**config.mk**
```make
export PLATFORM = sky130hd
export DESIGN_NAME = pipeline_ctrl_flat
export DESIGN_NICKNAME = d
export VERILOG_FILES = /design/src/rtl/pipeline_ctrl_pkg.sv /design/src/rtl/pipeline_ctrl_if.sv /design/src/rtl/pipeline_ctrl_hazard_fwd_unit.sv /design/src/rtl/pipeline_ctrl.sv /design/src/flat_wrapper.sv
export SDC_FILE = /design/constraint.sdc
export NUM_CORES = 1
export LEC_CHECK = 0
export ABC_AREA = 1
export BUFFER_PORTS_ARGS = -buffer_cell sky130_fd_sc_hd__clkbuf_2
export CAP_MARGIN = 20
export CORE_AREA = 2 2 60 104
export CTS_CLUSTER_SIZE = 16
export DETAILED_ROUTE_END_ITERATION = 7
export DIE_AREA = 0 0 62 106
export GPL_ROUTABILITY_DRIVEN = 0
export PLACE_DENSITY = 0.83
export SLEW_MARGIN = 20
export SYNTH_ARGS = -nofsm -noshare
export SYNTH_HDL_FRONTEND = slang
export SYNTH_SLANG_ARGS = --single-unit
```
**constraint.sdc**
```tcl
create_clock -name clk -period 3.3 [get_ports clk]
set_input_delay 0.33 -clock clk [delete_from_list [all_inputs] [get_ports clk]]
set_output_delay 0.33 -clock clk [all_outputs]
set_load 0.01 [all_outputs]
```
**src/rtl/pipeline_ctrl_pkg.sv**
```systemverilog
// pipeline_pkg: shared constants and types for the pipeline control block.
//   - fixed stage indices for the front of the pipe (IF/ID/EX)
//   - control FSM state encoding
//   - operand forwarding select encodings
package pipeline_pkg;

  localparam int IF_STG = 0;
  localparam int ID_STG = 1;
  localparam int EX_STG = 2;

  typedef enum logic [1:0] {
    RUN      = 2'd0,
    MEM_WAIT = 2'd1,
    TIMEOUT  = 2'd2
  } state_e;

  localparam logic [1:0] FWD_RF  = 2'b00;
  localparam logic [1:0] FWD_MEM = 2'b01;
  localparam logic [1:0] FWD_WB  = 2'b10;

endpackage

```
**src/rtl/pipeline_ctrl_if.sv**
```systemverilog
// pipeline_ctrl_if: datapath <-> pipeline control bundle.
//   master (datapath): drives register fields, hazard qualifiers, redirect and
//                      the data-memory handshake; receives forwarding selects.
//   slave  (control) : the mirror image.
interface pipeline_ctrl_if #(
  parameter int REG_ADDR_W = 5
);
  logic [REG_ADDR_W-1:0] id_rs, id_rt, ex_rs, ex_rt, ex_rd, mem_rd, wb_rd;
  logic                  id_uses_rt, ex_mem_read;
  logic                  mem_reg_write, wb_reg_write;
  logic                  redirect;
  logic                  mem_req, mem_ack;
  logic [1:0]            fwd_a, fwd_b;

  modport master (
    output id_rs, id_rt, id_uses_rt, ex_rs, ex_rt, ex_rd, ex_mem_read,
           mem_rd, wb_rd, mem_reg_write, wb_reg_write, redirect, mem_req, mem_ack,
    input  fwd_a, fwd_b
  );

  modport slave (
    input  id_rs, id_rt, id_uses_rt, ex_rs, ex_rt, ex_rd, ex_mem_read,
           mem_rd, wb_rd, mem_reg_write, wb_reg_write, redirect, mem_req, mem_ack,
    output fwd_a, fwd_b
  );
endinterface

```
**src/rtl/pipeline_ctrl_hazard_fwd_unit.sv**
```systemverilog
// hazard_fwd_unit: purely combinational load-use detection and EX operand
// forwarding selects.
//   in : stage valids (ID, EX, MEM stage, last stage), register fields
//   out: load_use (stall request), fwd_a / fwd_b (FWD_RF / FWD_MEM / FWD_WB)
module hazard_fwd_unit
  import pipeline_pkg::*;
#(
  parameter int REG_ADDR_W = 5
) (
  input  logic                  id_valid,
  input  logic                  ex_valid,
  input  logic                  mem_valid,
  input  logic                  wb_valid,
  input  logic [REG_ADDR_W-1:0] id_rs,
  input  logic [REG_ADDR_W-1:0] id_rt,
  input  logic                  id_uses_rt,
  input  logic [REG_ADDR_W-1:0] ex_rs,
  input  logic [REG_ADDR_W-1:0] ex_rt,
  input  logic [REG_ADDR_W-1:0] ex_rd,
  input  logic                  ex_mem_read,
  input  logic [REG_ADDR_W-1:0] mem_rd,
  input  logic                  mem_reg_write,
  input  logic [REG_ADDR_W-1:0] wb_rd,
  input  logic                  wb_reg_write,
  output logic                  load_use,
  output logic [1:0]            fwd_a,
  output logic [1:0]            fwd_b
);

  // r0 is hardwired zero, so it is never a forwarding or hazard source
  logic mem_src_ok, wb_src_ok;
  assign mem_src_ok = mem_valid & mem_reg_write & (mem_rd != '0);
  assign wb_src_ok  = wb_valid  & wb_reg_write  & (wb_rd  != '0);

  // Youngest producer (MEM stage) wins over the last stage
  function automatic logic [1:0] fwd_sel(
    input logic [REG_ADDR_W-1:0] src,
    input logic                  m_ok,
    input logic [REG_ADDR_W-1:0] m_rd,
    input logic                  w_ok,
    input logic [REG_ADDR_W-1:0] w_rd
  );
    if (m_ok && (m_rd == src))      return FWD_MEM;
    else if (w_ok && (w_rd == src)) return FWD_WB;
    else                            return FWD_RF;
  endfunction

  assign fwd_a = fwd_sel(ex_rs, mem_src_ok, mem_rd, wb_src_ok, wb_rd);
  assign fwd_b = fwd_sel(ex_rt, mem_src_ok, mem_rd, wb_src_ok, wb_rd);

  assign load_use = ex_valid & id_valid & ex_mem_read & (ex_rd != '0) &
                    ((ex_rd == id_rs) | (id_uses_rt & (ex_rd == id_rt)));

endmodule

```
**src/rtl/pipeline_ctrl.sv**
```systemverilog
// pipeline_ctrl: hazard and stage control for an NUM_STAGES-deep pipeline.
//   clk, rst (sync, active high), enable (low freezes everything)
//   bus          : pipeline_ctrl_if.slave (register fields, redirect, mem handshake, fwd selects)
//   pc_en        : pc update enable
//   stage_en     : per-stage register load enable
//   stage_flush  : stage_flush[i] turns what leaves stage i into a bubble
//   stage_valid  : registered valid per stage
//   mem_timeout  : sticky, cleared only by rst
//   stall_cycles / flush_count : saturating performance counters
module pipeline_ctrl
  import pipeline_pkg::*;
#(
  parameter int NUM_STAGES     = 5,
  parameter int MEM_STAGE      = 3,
  parameter int REDIRECT_STAGE = 3,
  parameter int REG_ADDR_W     = 5,
  parameter int MAX_WAIT       = 16,
  parameter int CNT_W          = 16
) (
  input  logic                  clk,
  input  logic                  rst,
  input  logic                  enable,
  pipeline_ctrl_if.slave        bus,
  output logic                  pc_en,
  output logic [NUM_STAGES-1:0] stage_en,
  output logic [NUM_STAGES-1:0] stage_flush,
  output logic [NUM_STAGES-1:0] stage_valid,
  output logic                  mem_timeout,
  output logic [CNT_W-1:0]      stall_cycles,
  output logic [CNT_W-1:0]      flush_count
);

  localparam int LAST   = NUM_STAGES - 1;
  localparam int WAIT_W = $clog2(MAX_WAIT + 1);

  state_e            state;
  logic [WAIT_W-1:0] wait_cnt, wait_nxt;
  logic              load_use, mem_hold, redir_go;

  hazard_fwd_unit #(.REG_ADDR_W(REG_ADDR_W)) u_hfu (
    .id_valid      (stage_valid[ID_STG]),
    .ex_valid      (stage_valid[EX_STG]),
    .mem_valid     (stage_valid[MEM_STAGE]),
    .wb_valid      (stage_valid[LAST]),
    .id_rs         (bus.id_rs),
    .id_rt         (bus.id_rt),
    .id_uses_rt    (bus.id_uses_rt),
    .ex_rs         (bus.ex_rs),
    .ex_rt         (bus.ex_rt),
    .ex_rd         (bus.ex_rd),
    .ex_mem_read   (bus.ex_mem_read),
    .mem_rd        (bus.mem_rd),
    .mem_reg_write (bus.mem_reg_write),
    .wb_rd         (bus.wb_rd),
    .wb_reg_write  (bus.wb_reg_write),
    .load_use      (load_use),
    .fwd_a         (bus.fwd_a),
    .fwd_b         (bus.fwd_b)
  );

  // wait_cnt is 0 in RUN, so the entry cycle is counted as the first frozen one
  assign wait_nxt = wait_cnt + 1'b1;

  always_comb begin
    pc_en       = 1'b0;
    stage_en    = '0;
    stage_flush = '0;
    mem_hold    = 1'b0;
    redir_go    = 1'b0;
    if (state == TIMEOUT || !enable) begin
      // everything frozen
    end else if (!bus.mem_ack &&
                 (state == MEM_WAIT || (stage_valid[MEM_STAGE] && bus.mem_req))) begin
      // Front half waits on memory; back half drains with a bubble behind it
      mem_hold = 1'b1;
      for (int i = MEM_STAGE + 1; i < NUM_STAGES; i++) stage_en[i] = 1'b1;
      stage_flush[MEM_STAGE] = 1'b1;
    end else if (stage_valid[REDIRECT_STAGE] && bus.redirect) begin
      // Kill everything younger than the branch; overrides any load-use stall
      redir_go = 1'b1;
      pc_en    = 1'b1;
      stage_en = '1;
      for (int i = 0; i < REDIRECT_STAGE; i++) stage_flush[i] = 1'b1;
    end else if (load_use) begin
      stage_en                   = '1;
      stage_en[ID_STG:IF_STG]    = 2'b00;
      stage_flush[ID_STG]        = 1'b1;
    end else begin
      pc_en    = 1'b1;
      stage_en = '1;
    end
  end

  always_ff @(posedge clk) begin
    if (rst) begin
      state        <= RUN;
      wait_cnt     <= '0;
      mem_timeout  <= 1'b0;
      stall_cycles <= '0;
      flush_count  <= '0;
      stage_valid  <= '0;
    end else begin
      if (stage_en[IF_STG]) stage_valid[IF_STG] <= pc_en;
      for (int i = 1; i < NUM_STAGES; i++)
        if (stage_en[i]) stage_valid[i] <= stage_valid[i-1] & ~stage_flush[i-1];

      if (enable && !stage_en[IF_STG] && stall_cycles != '1)
        stall_cycles <= stall_cycles + 1'b1;
      if (redir_go && flush_count != '1)
        flush_count <= flush_count + 1'b1;

      case (state)
        RUN, MEM_WAIT: begin
          if (mem_hold) begin
            wait_cnt <= wait_nxt;
            if (wait_nxt == WAIT_W'(MAX_WAIT)) begin
              state       <= TIMEOUT;
              mem_timeout <= 1'b1;
            end else begin
              state <= MEM_WAIT;
            end
          end else if (enable && state == MEM_WAIT) begin
            // ack arrived: this cycle advanced normally
            state    <= RUN;
            wait_cnt <= '0;
          end
        end
        default: state <= TIMEOUT;
      endcase
    end
  end

endmodule
```
**src/flat_wrapper.sv**
```systemverilog
// flat-port wrapper written by rule: the top's interface ports become plain ports
module pipeline_ctrl_flat import pipeline_pkg::*;
#(
  parameter int NUM_STAGES     = 5,
  parameter int MEM_STAGE      = 3,
  parameter int REDIRECT_STAGE = 3,
  parameter int REG_ADDR_W     = 5,
  parameter int MAX_WAIT       = 16,
  parameter int CNT_W          = 16
)
  (clk, rst, enable, pc_en, stage_en, stage_flush, stage_valid, mem_timeout, stall_cycles, flush_count, bus_id_rs, bus_id_rt, bus_id_uses_rt, bus_ex_rs, bus_ex_rt, bus_ex_rd, bus_ex_mem_read, bus_mem_rd, bus_wb_rd, bus_mem_reg_write, bus_wb_reg_write, bus_redirect, bus_mem_req, bus_mem_ack, bus_fwd_a, bus_fwd_b);
  pipeline_ctrl_if #(.REG_ADDR_W(REG_ADDR_W)) bus_i ();
  input  logic clk;
  input  logic rst;
  input  logic enable;
  output logic pc_en;
  output logic [NUM_STAGES-1:0] stage_en;
  output logic [NUM_STAGES-1:0] stage_flush;
  output logic [NUM_STAGES-1:0] stage_valid;
  output logic mem_timeout;
  output logic [CNT_W-1:0] stall_cycles;
  output logic [CNT_W-1:0] flush_count;
  input wire logic [$bits(bus_i.id_rs)-1:0] bus_id_rs;
  input wire logic [$bits(bus_i.id_rt)-1:0] bus_id_rt;
  input wire logic [$bits(bus_i.id_uses_rt)-1:0] bus_id_uses_rt;
  input wire logic [$bits(bus_i.ex_rs)-1:0] bus_ex_rs;
  input wire logic [$bits(bus_i.ex_rt)-1:0] bus_ex_rt;
  input wire logic [$bits(bus_i.ex_rd)-1:0] bus_ex_rd;
  input wire logic [$bits(bus_i.ex_mem_read)-1:0] bus_ex_mem_read;
  input wire logic [$bits(bus_i.mem_rd)-1:0] bus_mem_rd;
  input wire logic [$bits(bus_i.wb_rd)-1:0] bus_wb_rd;
  input wire logic [$bits(bus_i.mem_reg_write)-1:0] bus_mem_reg_write;
  input wire logic [$bits(bus_i.wb_reg_write)-1:0] bus_wb_reg_write;
  input wire logic [$bits(bus_i.redirect)-1:0] bus_redirect;
  input wire logic [$bits(bus_i.mem_req)-1:0] bus_mem_req;
  input wire logic [$bits(bus_i.mem_ack)-1:0] bus_mem_ack;
  output wire logic [$bits(bus_i.fwd_a)-1:0] bus_fwd_a;
  output wire logic [$bits(bus_i.fwd_b)-1:0] bus_fwd_b;
  assign bus_i.id_rs = bus_id_rs;
  assign bus_i.id_rt = bus_id_rt;
  assign bus_i.id_uses_rt = bus_id_uses_rt;
  assign bus_i.ex_rs = bus_ex_rs;
  assign bus_i.ex_rt = bus_ex_rt;
  assign bus_i.ex_rd = bus_ex_rd;
  assign bus_i.ex_mem_read = bus_ex_mem_read;
  assign bus_i.mem_rd = bus_mem_rd;
  assign bus_i.wb_rd = bus_wb_rd;
  assign bus_i.mem_reg_write = bus_mem_reg_write;
  assign bus_i.wb_reg_write = bus_wb_reg_write;
  assign bus_i.redirect = bus_redirect;
  assign bus_i.mem_req = bus_mem_req;
  assign bus_i.mem_ack = bus_mem_ack;
  assign bus_fwd_a = bus_i.fwd_a;
  assign bus_fwd_b = bus_i.fwd_b;
  pipeline_ctrl #(.NUM_STAGES(NUM_STAGES), .MEM_STAGE(MEM_STAGE), .REDIRECT_STAGE(REDIRECT_STAGE), .REG_ADDR_W(REG_ADDR_W), .MAX_WAIT(MAX_WAIT), .CNT_W(CNT_W)) u_core (.clk(clk), .rst(rst), .enable(enable), .bus(bus_i), .pc_en(pc_en), .stage_en(stage_en), .stage_flush(stage_flush), .stage_valid(stage_valid), .mem_timeout(mem_timeout), .stall_cycles(stall_cycles), .flush_count(flush_count));
endmodule
```
# == Word-level counts from Yosys, hierarchy flattened ==
# Index checks and enable logic that the tools add are counted.
# totals
regBits,45
inputBits,45
wordCells,97
# op_classes
n_eq_ne,12
n_addsub,3
reduce_logical,25
bitwise_logic,19
mux,27
# ops
cell,count
$add A16 B1 Y16 const B,2
$ne A16 B16 Y1 const B,2
$eq A5 B5 Y1,6
$mux W2,10
$mux W5,3
$reduce_bool A5 Y1,3
$and A1 B1 Y1,13
$logic_and A1 B1 Y1,11
$mux W1,11
$mux W4,2
$add A5 B1 Y5 const B,1
$eq A5 B5 Y1 const B,1
$not A1 Y1,5
$reduce_or A2 Y1,2
$logic_not A1 Y1,3
$mux W3,1
$ne A3 B1 Y1 const B,1
$reduce_and A3 Y1,1
$eq A2 B1 Y1 const B,1
$eq A2 B2 Y1 const B,1
$logic_not A2 Y1,1
$logic_or A1 B1 Y1,2
$reduce_and A2 Y1,1
$reduce_bool A2 Y1,1
$or A1 B1 Y1,1

# == Logic depth before layout (Yosys ltp) ==
# Gate-level depths: netlist of run 1.
# logic_depth
depth_word,11
ltp_mapped,12
ltp_nobuf,12

# == By module ==
# A second synthesis of run 1 with hierarchy kept.
# hier_totals
cells_unflattened,542
area_unflattened_um2,3298.2
# modules_own_cells
mod,n_inst,area_each_um2,cells_per_inst
pipeline_ctrl,1,2718.9,406
hazard_fwd_unit,1,579.3,136

# == Least setup slack after synthesis of run 1 ==
# OpenSTA, ideal clock, no wires.
# synth_timing
path_type,reg2reg
startpoint,register u_core.stall_cycles[1]
endpoint,register u_core.stall_cycles[7]
stages_incl_launch_ff,12
setup_slack_ns,1.601
arrival_ns,1.628
t_required_ns,3.230
period_less_slack_ns,1.699
path_cell_list,dfxtp_1 ha_1 nand2_1 inv_2 nand2_2 nor2_4 nand3_1 nand3b_4 nand4_4 buf_6 nand2_1 a21oi_1
# synth_between
elab_chain_cells,2
word_cells_on_any_way,3
cone_classes,add/sub (1); eq/ne (1); reduce/logical (1)
# synth_lines
item,line_no,rtl
"start, declared",pipeline_ctrl.sv:29,"output logic [CNT_W-1:0] stall_cycles,"
"start signal, assigned",pipeline_ctrl.sv:108,stall_cycles <= stall_cycles + 1'b1;
branches (longest 2 deep; another with $add A16 B1 Y16),n/a,
# Several ways; the timed one is not identified.
# A chain may end at the register's enable or synchronous reset.

# == Worst setup path in the final report of run 1 ==
# layout_timing
startpoint,register u_core.stage_valid[3]
endpoint,output pc_en
# layout_between
elab_chain_cells,5
word_cells_on_any_way,7
cone_classes,mux (3); reduce/logical (4)
# layout_lines
item,line_no,rtl
"start, declared",pipeline_ctrl.sv:27,"output logic [NUM_STAGES-1:0] stage_valid,"
"start signal, assigned by index",pipeline_ctrl.sv:103,if (stage_en[IF_STG]) stage_valid[IF_STG] <= pc_en;
"start signal, assigned by index",pipeline_ctrl.sv:105,if (stage_en[i]) stage_valid[i] <= stage_valid[i-1] & ~stage_flush[i-1];
$logic_and A1 B1 Y1,pipeline_ctrl.sv:73,(state == MEM_WAIT || (stage_valid[MEM_STAGE] && bus.mem_req))) begin
$logic_or A1 B1 Y1,pipeline_ctrl.sv:73,
$logic_and A1 B1 Y1,pipeline_ctrl.sv:72,end else if (!bus.mem_ack &&
$mux W1 *,pipeline_ctrl.sv:72,
$mux W1 *,pipeline_ctrl.sv:70,if (state == TIMEOUT || !enable) begin
"end, declared",flat_wrapper.sv:16,output logic pc_en;
# Every way passes the cells marked *; elsewhere a longest branch is shown, timed or not.

==> results of run 1 <==
[worst max path at each step]
stage | depth (start not counted) | end | slack [ns] | start
after CTS | 6 | pc_en | 1.13 | u_core.stage_valid[3]
after global placement | 10 | u_core.flush_count[3] | 1.35 | enable
after floorplan | 11 | u_core.stall_cycles[7] | 1.60 | u_core.stall_cycles[1]
after global routing | 6 | stage_en[1] | 1.03 | u_core.stage_valid[3]
final | 6 | pc_en | 1.16 | u_core.stage_valid[3]
after detailed placement | 10 | u_core.flush_count[3] | 1.26 | enable
[per-stage QoR]
| step | area (um^2) | worst slack, ns | hold WS (ns) |
|---|---|---|---|
| 2_1_floorplan | 3080 | 1.60 | 0.458 |
| 3_3_place_gp | 3500 | 1.35 | 0.455 |
| 3_5_place_dp | 3500 | 1.26 | 0.458 |
| 4_1_cts | 3610 | 1.13 | 0.466 |
| 5_1_grt | 3610 | 1.03 | 0.487 |
| 6_report | 3610 | 1.16 | 0.466 |
[state kept, by name, summed over array words and instances, names as in the netlist]
name and cells:
u_core.stage_valid 5, u_core.flush_count 16, u_core.stall_cycles 16, u_core.state 2
u_core.wait_cnt 5, u_core.mem_timeout 1
[layout by cell type, fill, tap and decap left out, types with 2 or more instances in the layout]
cell	netlist	routed
nand3_1	33	33
nand2_2	2	2
clkbuf_2	0	96
inv_2	12	12
dfxtp_1	45	45
nor4_2	2	2
o21ai_1	7	7
nor4_1	3	3
ha_1	4	4
xnor2_1	18	18
nor2_1	38	38
o21a_1	2	2
a21oi_1	37	37
nand2_1	105	105
nor3_1	16	16
inv_1	42	42
clkbuf_8	0	5
nand4_1	19	19
o211a_1	2	2
nor2_4	2	2
xor2_1	24	24
o21ai_0	3	3
[where the power goes]
group	total, uW	leakage, uW	switching (uW)	internal (uW)
sequential	559	0.000364	9.17	550
clock	424	0.0000554	196	228
combinational	159	0.00121	95.7	63.4
[worst reg2reg max path, delay by kind of cell (launching register included)]
family,cells,cell delay [ns]
buf+inv,1,0.07
simple gates,7,1.07
compound gates,1,0.15
flops,1,0.38
fa+ha+maj,1,0.20
[Yosys cell counts, types with 2 or more instances]
library cell,count,share of area
buf_6,3,0.011
xor2_1,24,0.068
dfxtp_1,45,0.29
inv_1,42,0.051
a21oi_1,37,0.060
nor4_2,2,0.0081
nor3_1,16,0.026
o21ai_1,7,0.011
nand4_1,19,0.039
clkbuf_1,6,0.0073
nor4_1,3,0.0061
nand2_2,2,0.0041
o21a_1,2,0.0049
nand3_1,33,0.054
inv_2,12,0.015
xnor2_1,18,0.051
nor2_1,38,0.046
o21ai_0,3,0.0049
nor2_4,2,0.0073
o211a_1,2,0.0065
ha_1,4,0.016
nand2_1,105,0.13
buf_4,12,0.029
[cells by family after synthesis]
logic type / count (synthesis) / synth area share
AND/OR/NAND/NOR: 227 / 0.349
buffers and inverters: 77 / 0.117
AO/OA/AOI/OAI: 56 / 0.104
XOR/XNOR: 42 / 0.120
flip-flops: 45 / 0.293
adder cells (fa/ha/maj): 4 / 0.0163
other: 1 / 0.00122
[cell type report]
cell class / instances / share of cell area
clock buffers: 6 / 0.0201
clock inverters: 2 / 0.0107
inverters: 55 / 0.0578
multi-input cells: 330 / 0.502
flip-flops and latches: 45 / 0.249
well taps: 78 / 0.0270
repair buffers: 96 / 0.133
[layer usage]
metal,track usage,vias to the layer above
li1,-,1626
met1,0.229,1514
met2,0.482,118
met3,0.0353,18
met4,0.0942,0
met5,0,-
==> results.json, run 1 <==
{
  "status": "complete, no violations",
  "worst-path-buf-inv": 3,
  "dp_cells": 604,
  "setup_viol_count_final": 0,
  "wl_met3_um": 453,
  "fillCellCount": 536,
  "detail_route.iter0.violations": 128,
  "num_vias": 3276,
  "crit_arrival_ns": 1.81,
  "cts-buffers-inserted": 5,
  "synth-seq-cells": 45,
  "overflow": 0,
  "cts_tree": "built",
  "reg2reg_from": "u_core.stall_cycles[1]",
  "async_reset_ff_frac": 0,
  "first_pass_iters": 5,
  "multiInputGateArea_um2": 1810,
  "worstPathCellList": "nand2_1, a21oi_2, inv_1, nand3_2, inv_1, clkbuf_2",
  "hold_path_class": "primary input to flip-flop",
  "met2_length_mm": 4.51,
  "drv_cap": 0,
  "fin_skew_ns": 0.0104,
  "m1WireLength_mm": 2.76,
  "final_util": 0.624,
  "fmax_mhz": 468,
  "max_slew_margin": 0.574,
  "pin_count": 98,
  "top_layer_used": "met4",
  "drc": 0,
  "post_cts_resized": 0,
  "start_util": 0.531,
  "wl_per_cell_um": 12.9,
  "synthCells": 452,
  "cp_slowest_cell": "dfxtp_1",
  "syn_area_per_cell_um2": 6.80,
  "cts-root-buf": "clkbuf_8",
  "grt_setup_unrepaired": "false",
  "dp_hpwl_mm": 6.26,
  "grt_pass1_vias": 3072,
  "yosys_warnings": 0,
  "io_buffers": 96,
  "die_h_um": 106,
  "clk_latency_ns": 0.30,
  "nets": 582,
  "drive_gt1_frac": 0.243,
  "track_usage": 0.245,
  "antenna_found_initial": 0,
  "register_area_um2": 901,
  "synth_edf_count": 0,
  "grt_pass1_wl_mm": 12.5,
  "cts.sinks": 45,
  "crit_fanout": 18,
  "syn_nets": 501,
  "slew_viol_final": 0,
  "slowest_delay_ns": 0.51,
  "hold_violations": 0,
  "cts_buffer_depth": 2,
  "hp-start": "bus_redirect",
  "synth_area_um2": 3080,
  "holdPathEnd": "u_core.stage_valid[2]",
  "cts_hold_buf": 0,
  "ant_nets": 0,
  "wl_mm": 7.91,
  "p_per_area_nw_per_um2": 316,
  "ff2ff_path_depth": 10,
  "r2r_end": "u_core.stall_cycles[10]",
  "fin_crit_ns": 2.14,
  "via_per_inst": 5.35,
  "postCtsSetupBuffers": 0,
  "reg2reg_slack_ns": 1.35,
  "crit_type": "flip-flop to primary output",
  "rows": 37,
  "cellLeakagePower_uw": 0.00163,
  "fin_tns_setup_ns": 0,
  "seq_area_frac_synth": 0.293,
  "crit_top_cell": "inv_1",
  "ys.flop_type": "dfxtp_1",
  "tightest_slew_ns": 0.638,
  "antennaDiodeCount": 0,
  "htreeDepth": 2,
  "setup.worst_path.end_class": "primary output",
  "synth_cell_types": 38,
  "power_uw": 1140,
  "vdd.ir_drop.worst_mv": 0.307,
  "clk_pin_slew_ns": 0.08,
  "fin_cells": 612,
  "die_w_um": 62,
  "syn_to_final_growth_pct": 17.5,
  "required_ns": 2.97,
  "path_delay_family": "flip-flops",
  "min_path_cells": 4,
  "crit_path_start_kind": "flip-flop",
  "grt_max_degree": 31,
  "die_area_um2": 6570,
  "core_area_um2": 5790,
  "fin_crit_sh": 0.647
}
No activity file was read; power rests on OpenSTA's default activity.
==> run 2: changes to the inputs <==
--- a/config.mk
+++ b/config.mk
@@ -8,12 +8,12 @@
 export ABC_AREA = 1
 export BUFFER_PORTS_ARGS = -buffer_cell sky130_fd_sc_hd__clkbuf_2
 export CAP_MARGIN = 20
-export CORE_AREA = 2 2 60 104
+export CORE_AREA = 2 2 65 113
 export CTS_CLUSTER_SIZE = 16
 export DETAILED_ROUTE_END_ITERATION = 7
-export DIE_AREA = 0 0 62 106
+export DIE_AREA = 0 0 67 115
 export GPL_ROUTABILITY_DRIVEN = 0
-export PLACE_DENSITY = 0.83
+export PLACE_DENSITY = 0.75
 export SLEW_MARGIN = 20
 export SYNTH_ARGS = -nofsm -noshare
 export SYNTH_HDL_FRONTEND = slang
==> constraint.sdc (replaced) <==
create_clock -name clk -period 1.9 [get_ports clk]
set_input_delay 0.19 -clock clk [delete_from_list [all_inputs] [get_ports clk]]
set_output_delay 0.19 -clock clk [all_outputs]
set_load 0.01 [all_outputs]
==> run 2 against run 1 <==
Net effect:
- critical path depth up 4
- clock-buffer cell count up 1
- register-to-register slack worse by 1.2 ns
- sequential share of layout area down 0.89 points
- routed wire length up 2.2%
- final cell count up 2.8%
- via count down 1.2%
- critical path type is now flip-flop to flip-flop
- largest power group unchanged
==> results.json, run 2 (synthesis results as in run 1) <==
{
  "cts-root-buf": "clkbuf_16",
  "rows": 40,
  "syn_to_final_growth_pct": 21.8,
  "overflow": 0,
  "dp_worst_setup_slack_ns": 0.0771,
  "crit_arrival_ns": 1.97,
  "cp.depth": 10,
  "cts_tree": "built",
  "grt_pass1_wl_mm": 13.1,
  "r2r_end": "u_core.stall_cycles[1]",
  "clk_latency_ns": 0.29,
  "io_buffers": 96,
  "grt_pass1_vias": 3087,
  "path_delay_family": "simple AND/OR/NAND/NOR gates",
  "drc": 0,
  "fin_crit_ns": 1.75,
  "fin_skew_ns": 0.00839,
  "num_vias": 3236,
  "crit_top_cell": "nand2_1",
  "clk_pin_slew_ns": 0.06,
  "wl_mm": 8.08,
  "wl_per_cell_um": 12.8,
  "setup_ws_ns": 0.147,
  "cts_buffer_depth": 2,
  "status": "complete, no violations",
  "track_usage": 0.217,
  "mostFrequentLayoutCells": "nand2_1, clkbuf_2, dfxtp_1",
  "max_slew_margin": 0.642,
  "cts_hold_buf": 0,
  "detail_route.iter0.violations": 190,
  "die_area_um2": 7710,
  "worstPathCellList": "ha_1, nand2_1, inv_2, nand2_2, nor2_4, nand3_1, nand3b_4, nand4_2, nand2_1, a21oi_1",
  "cts.sinks": 45,
  "nets": 594,
  "reg2reg_slack_ns": 0.15,
  "hp-start": "enable",
  "crit_path_start_kind": "flip-flop",
  "crit_fanout": 8,
  "via_per_inst": 5.14,
  "reg2reg_from": "u_core.stall_cycles[1]",
  "holdPathEnd": "u_core.stage_valid[4]",
  "cp_slowest_cell": "dfxtp_1",
  "slowest_delay_ns": 0.38,
  "die_w_um": 67,
  "die_h_um": 115,
  "ff2ff_path_depth": 10,
  "setup.worst_path.end_class": "flip-flop",
  "cts-buffers-inserted": 5,
  "final_common_cell": "nand2_1",
  "top_regs": "u_core.flush_count x16, u_core.stall_cycles x16",
  "first_pass_iters": 4,
  "fin_crit_sh": 0.923,
  "hold_path_class": "primary input to flip-flop",
  "min_path_cells": 4,
  "drive_gt1_frac": 0.259,
  "drv_cap": 0,
  "vdd.ir_drop.worst_mv": 0.522,
  "fmax_mhz": 570,
  "start_util": 0.452,
  "worst-path-buf-inv": 1,
  "slew_viol_final": 0,
  "ant_nets": 0,
  "final_util": 0.551,
  "pin_count": 98,
  "cellLeakagePower_uw": 0.00170,
  "antennaDiodeCount": 0,
  "grt_setup_unrepaired": "false",
  "setup_viol_count_final": 0,
  "htreeDepth": 2,
  "crit_type": "flip-flop to flip-flop",
  "antenna_found_initial": 0,
  "dp_hpwl_mm": 6.18,
  "grt_max_degree": 30,
  "core_area_um2": 6810,
  "p_per_area_nw_per_um2": 568,
  "fin_tns_setup_ns": 0,
  "tightest_slew_ns": 0.537,
  "hold_violations": 0,
  "required_ns": 2.12
}
==> run 2: cell count changes in the layout (fill, tap and decap cells not counted), sizes merged <==
cell and delta:
buf +11, bufinv -1, clkbuf +1, clkinv -1
nand4 +1
==> run 2: power breakdown <==
group | switching, uW | internal [uW] | leakage, uW
Clock | 350 | 517 | 0.0000700
Sequential | 11.8 | 957 | 0.000364
Combinational | 176 | 119 | 0.00127
Total | 537 | 1590 | 0.00170
==> run 2: routing by layer <==
metal	GRT usage	routed length, um	part of all wire
met1	0.222	3110	0.38
met2	0.414	4350	0.54
met3	0.0411	415	0.051
met4	0.0898	204	0.025
met5	0	0	0
==> run 2: area by class of cell <==
type,instances,area (um^2)
fillers,677,3060
well taps,84,105
clock buffers,7,143
flip-flops and latches,45,901
inverters,55,209
repair buffers,107,563
multi-input cells,331,1830
==> run 2: worst min-delay path: stages <==
cell	delay (ns)
clkbuf_2	0.11
o21ai_2	0.09
nand2_1	0.07
a21oi_1	0.06
==> run 2: what timing repair did <==
item,4_1_cts,5_1_grt
buffers inserted,0,1
resized for setup,0,0
setup endpoints to repair,0,15
==> run 2: worst max path at each step <==
stage                           startpoint                      to
floorplan           u_core.stall_cycles[1]  u_core.stall_cycles[7]
global placement    u_core.stall_cycles[0]  u_core.stall_cycles[0]
detailed placement  u_core.stall_cycles[0]  u_core.stall_cycles[0]
CTS                 u_core.stall_cycles[0]  u_core.stall_cycles[0]
global route        u_core.stall_cycles[1]  u_core.stall_cycles[7]
finish              u_core.stall_cycles[1]  u_core.stall_cycles[1]
==> run 2: metrics by stage <==
stage | instances | instance area [um^2] | power [uW] | hold slack (ns)
after CTS | 627 | 3730 | 2150 | 0.264
after global routing | 629 | 3750 | 2220 | 0.282
final | 629 | 3750 | 2130 | 0.278
after floorplan | 452 | 3080 | 1170 | 0.414
after detailed placement | 620 | 3580 | 1280 | 0.465
after global placement | 620 | 3580 | 1270 | 0.451
==> run 3: changes to the inputs <==
--- a/config.mk
+++ b/config.mk
@@ -8,13 +8,14 @@
 export ABC_AREA = 1
 export BUFFER_PORTS_ARGS = -buffer_cell sky130_fd_sc_hd__clkbuf_2
 export CAP_MARGIN = 20
-export CORE_AREA = 2 2 65 113
+export CORE_AREA = 2 2 67 116
 export CTS_CLUSTER_SIZE = 16
 export DETAILED_ROUTE_END_ITERATION = 7
-export DIE_AREA = 0 0 67 115
+export DIE_AREA = 0 0 69 118
 export GPL_ROUTABILITY_DRIVEN = 0
 export PLACE_DENSITY = 0.75
 export SLEW_MARGIN = 20
 export SYNTH_ARGS = -nofsm -noshare
 export SYNTH_HDL_FRONTEND = slang
+export SYNTH_HIERARCHICAL = 1
 export SYNTH_SLANG_ARGS = --single-unit
==> run 3 against run 2 <==
Net effect:
- hold slack gained 0.055 ns
- setup slack improved by 0.011 ns
- final cell count rose by 16%
- non-clock buffer count rose by 4
- routed wire length rose by 13%
- critical endpoint is now stage_flush[1]
==> results.json, run 3 <==
{
  "synth_edf_count": 0,
  "num_vias": 3687,
  "ys.flop_type": "dfxtp_1",
  "async_reset_ff_frac": 0,
  "overflow": 0,
  "synth_xor_area_frac": 0.0637,
  "clkPwrFrac": 0.479,
  "clk_pin_slew_ns": 0.06,
  "pin_count": 98,
  "wl_per_cell_um": 12.5,
  "cts-buffers-inserted": 5,
  "syn_nets": 591,
  "grt_max_degree": 35,
  "dp_worst_setup_slack_ns": 0.193,
  "clk_latency_ns": 0.29,
  "die_area_um2": 8140,
  "drc": 0,
  "p_per_area_nw_per_um2": 573,
  "synth-seq-cells": 45,
  "wl_mm": 9.14,
  "start_util": 0.459,
  "yosys.area.top_type": "dfxtp_1",
  "antenna_found_initial": 0,
  "vdd.ir_drop.worst_mv": 0.421,
  "die_w_um": 69,
  "fin_skew_ns": 0.00614,
  "yosys_warnings": 6,
  "core_area_um2": 7180,
  "fin_crit_sh": 0.917,
  "first_pass_iters": 4,
  "via_per_inst": 5.05,
  "place_area_um2": 3870,
  "fin_tns_setup_ns": 0,
  "syn_to_final_growth_pct": 23.7,
  "grt_pass1_vias": 3540,
  "cts-root-buf": "clkbuf_16",
  "seqPwrFrac": 0.409,
  "fin_area_um2": 4080,
  "switching_share": 0.226,
  "cts_hold_buf": 0,
  "synth_compound_area_frac": 0.0892,
  "synth_top_area_share": 0.273,
  "yosys-top-cells-count": "nand2_1, nor2_1, inv_1",
  "htreeDepth": 2,
  "crit_arrival_ns": 1.55,
  "holdWs_ns": 0.334,
  "dp_hpwl_mm": 7.17,
  "nets": 692,
  "detail_route.iter0.violations": 123,
  "required_ns": 1.71,
  "hold_violations": 0,
  "drv_cap": 0,
  "setup_viol_count_final": 0,
  "synthCells": 542,
  "grt_setup_unrepaired": "false",
  "synth-simple-area-share": 0.452,
  "rows": 41,
  "grt_pass1_wl_mm": 15.3,
  "crit_path_start_kind": "flip-flop",
  "top_regs": "u_core/flush_count x16, u_core/stall_cycles x16",
  "synth_cell_types": 29,
  "synth.most_common_cell": "nand2_1",
  "synth_mux_area_frac": 0,
  "final_common_cell": "nand2_1",
  "synth_area_um2": 3300,
  "seq_area_frac_synth": 0.273,
  "crit_type": "flip-flop to primary output",
  "combPwrFrac": 0.112,
  "fmax_mhz": 574,
  "dp_cells": 720,
  "mostFrequentLayoutCells": "nand2_1, clkbuf_2, nor2_1",
  "synth_area_leaders": "dfxtp_1, nand2_1, nor2_1, inv_1, a21oi_1",
  "fin_crit_ns": 1.74,
  "cts.sinks": 45,
  "ant_nets": 0,
  "setup_ws_ns": 0.158,
  "status": "complete, no violations",
  "synthAdderAreaFrac": 0.0152,
  "fin_cells": 730,
  "antennaDiodeCount": 0,
  "drive_gt1_frac": 0.238,
  "track_usage": 0.223,
  "die_h_um": 118,
  "cts_tree": "built",
  "cts_buffer_depth": 2,
  "hold_path_class": "primary input to flip-flop",
  "p_int_uw": 1810,
  "slew_viol_final": 0,
  "synth_top_family_by_area": "simple AND/OR/NAND/NOR gates",
  "crit_fanout": 7,
  "cellLeakagePower_uw": 0.00192,
  "setup.worst_path.end_class": "primary output",
  "p_switching_uw": 529,
  "io_buffers": 96,
  "syn_area_per_cell_um2": 6.09
}
## run 3: changes by cell type after synthesis, sizes merged, moves of 2 or more
cell,delta
nand4,-4
buf,-4
nor2,+39
nand3,-6
nor4,-5
nand2,+101
xor2,-17
o211a,-2
a21oi,+3
nor3,-17
inv,+5
## run 3: metrics by stage
stage,utilization,total power (uW)
floorplan,-,1130
global placement,0.539,1230
detailed placement,0.539,1230
CTS,0.566,2350
global route,0.568,2430
finish,0.568,2340
## run 3: cell families (layout without fill, tap and decap cells)
family,Yosys count,count (layout)
fa+ha+maj,4,4
other cells,1,1
xor+xnor,24,24
buf+inv,77,179
simple gates,338,338
compound gates,53,53
flops,45,45
## run 3: power groups by stage
stage,Combinational (uW),Sequential [uW],Clock (uW)
floorplan,145,980,0
global placement,252,976,0
detailed placement,259,976,0
CTS,260,955,1130
global route,295,956,1180
finish,263,955,1120
## run 3: critical path, stage by stage (launching register included)
cell and delay, ns:
dfxtp_1 0.34, inv_2 0.08, nand2_1 0.07, nand2_1 0.08, nand2_4 0.12, inv_1 0.09, nor2_4 0.15, inv_1 0.08
nor2_1 0.10, clkbuf_2 0.14
## run 3: final cells by class
cell class	instances	area, um^2
Fill cell	691	3100
Multi-Input combinational cell	420	2050
Timing Repair Buffer	111	606
Inverter	60	225
Clock inverter	3	65.1
Tap cell	86	108
Sequential cell	45	901
Clock buffer	5	125
## run 3: final timing paths
kind | from | to | slack (ns) | depth (start not counted)
min reg2reg | u_core/wait_cnt[4] | u_core/wait_cnt[4] | 0.48 | 2
max reg2reg | u_core/flush_count[0] | u_core/flush_count[6] | 0.24 | 9
max | u_core/state[1] | stage_flush[1] | 0.16 | 9
min | rst | u_core/flush_count[2] | 0.33 | 4
## run 3: timing repair
| action | 4_1_cts | 5_1_grt |
|---|---|---|
| setup endpoints to repair | 0 | 2 |
| buffers inserted | 0 | 2 |
| gates resized for setup | 0 | 1 |
## run 3: routing by layer
| layer | wire length, um | GRT usage |
|---|---|---|
| met1 | 3280 | 0.214 |
| met2 | 5190 | 0.459 |
| met3 | 442 | 0.0334 |
| met4 | 221 | 0.0784 |
| met5 | 0 | 0 |
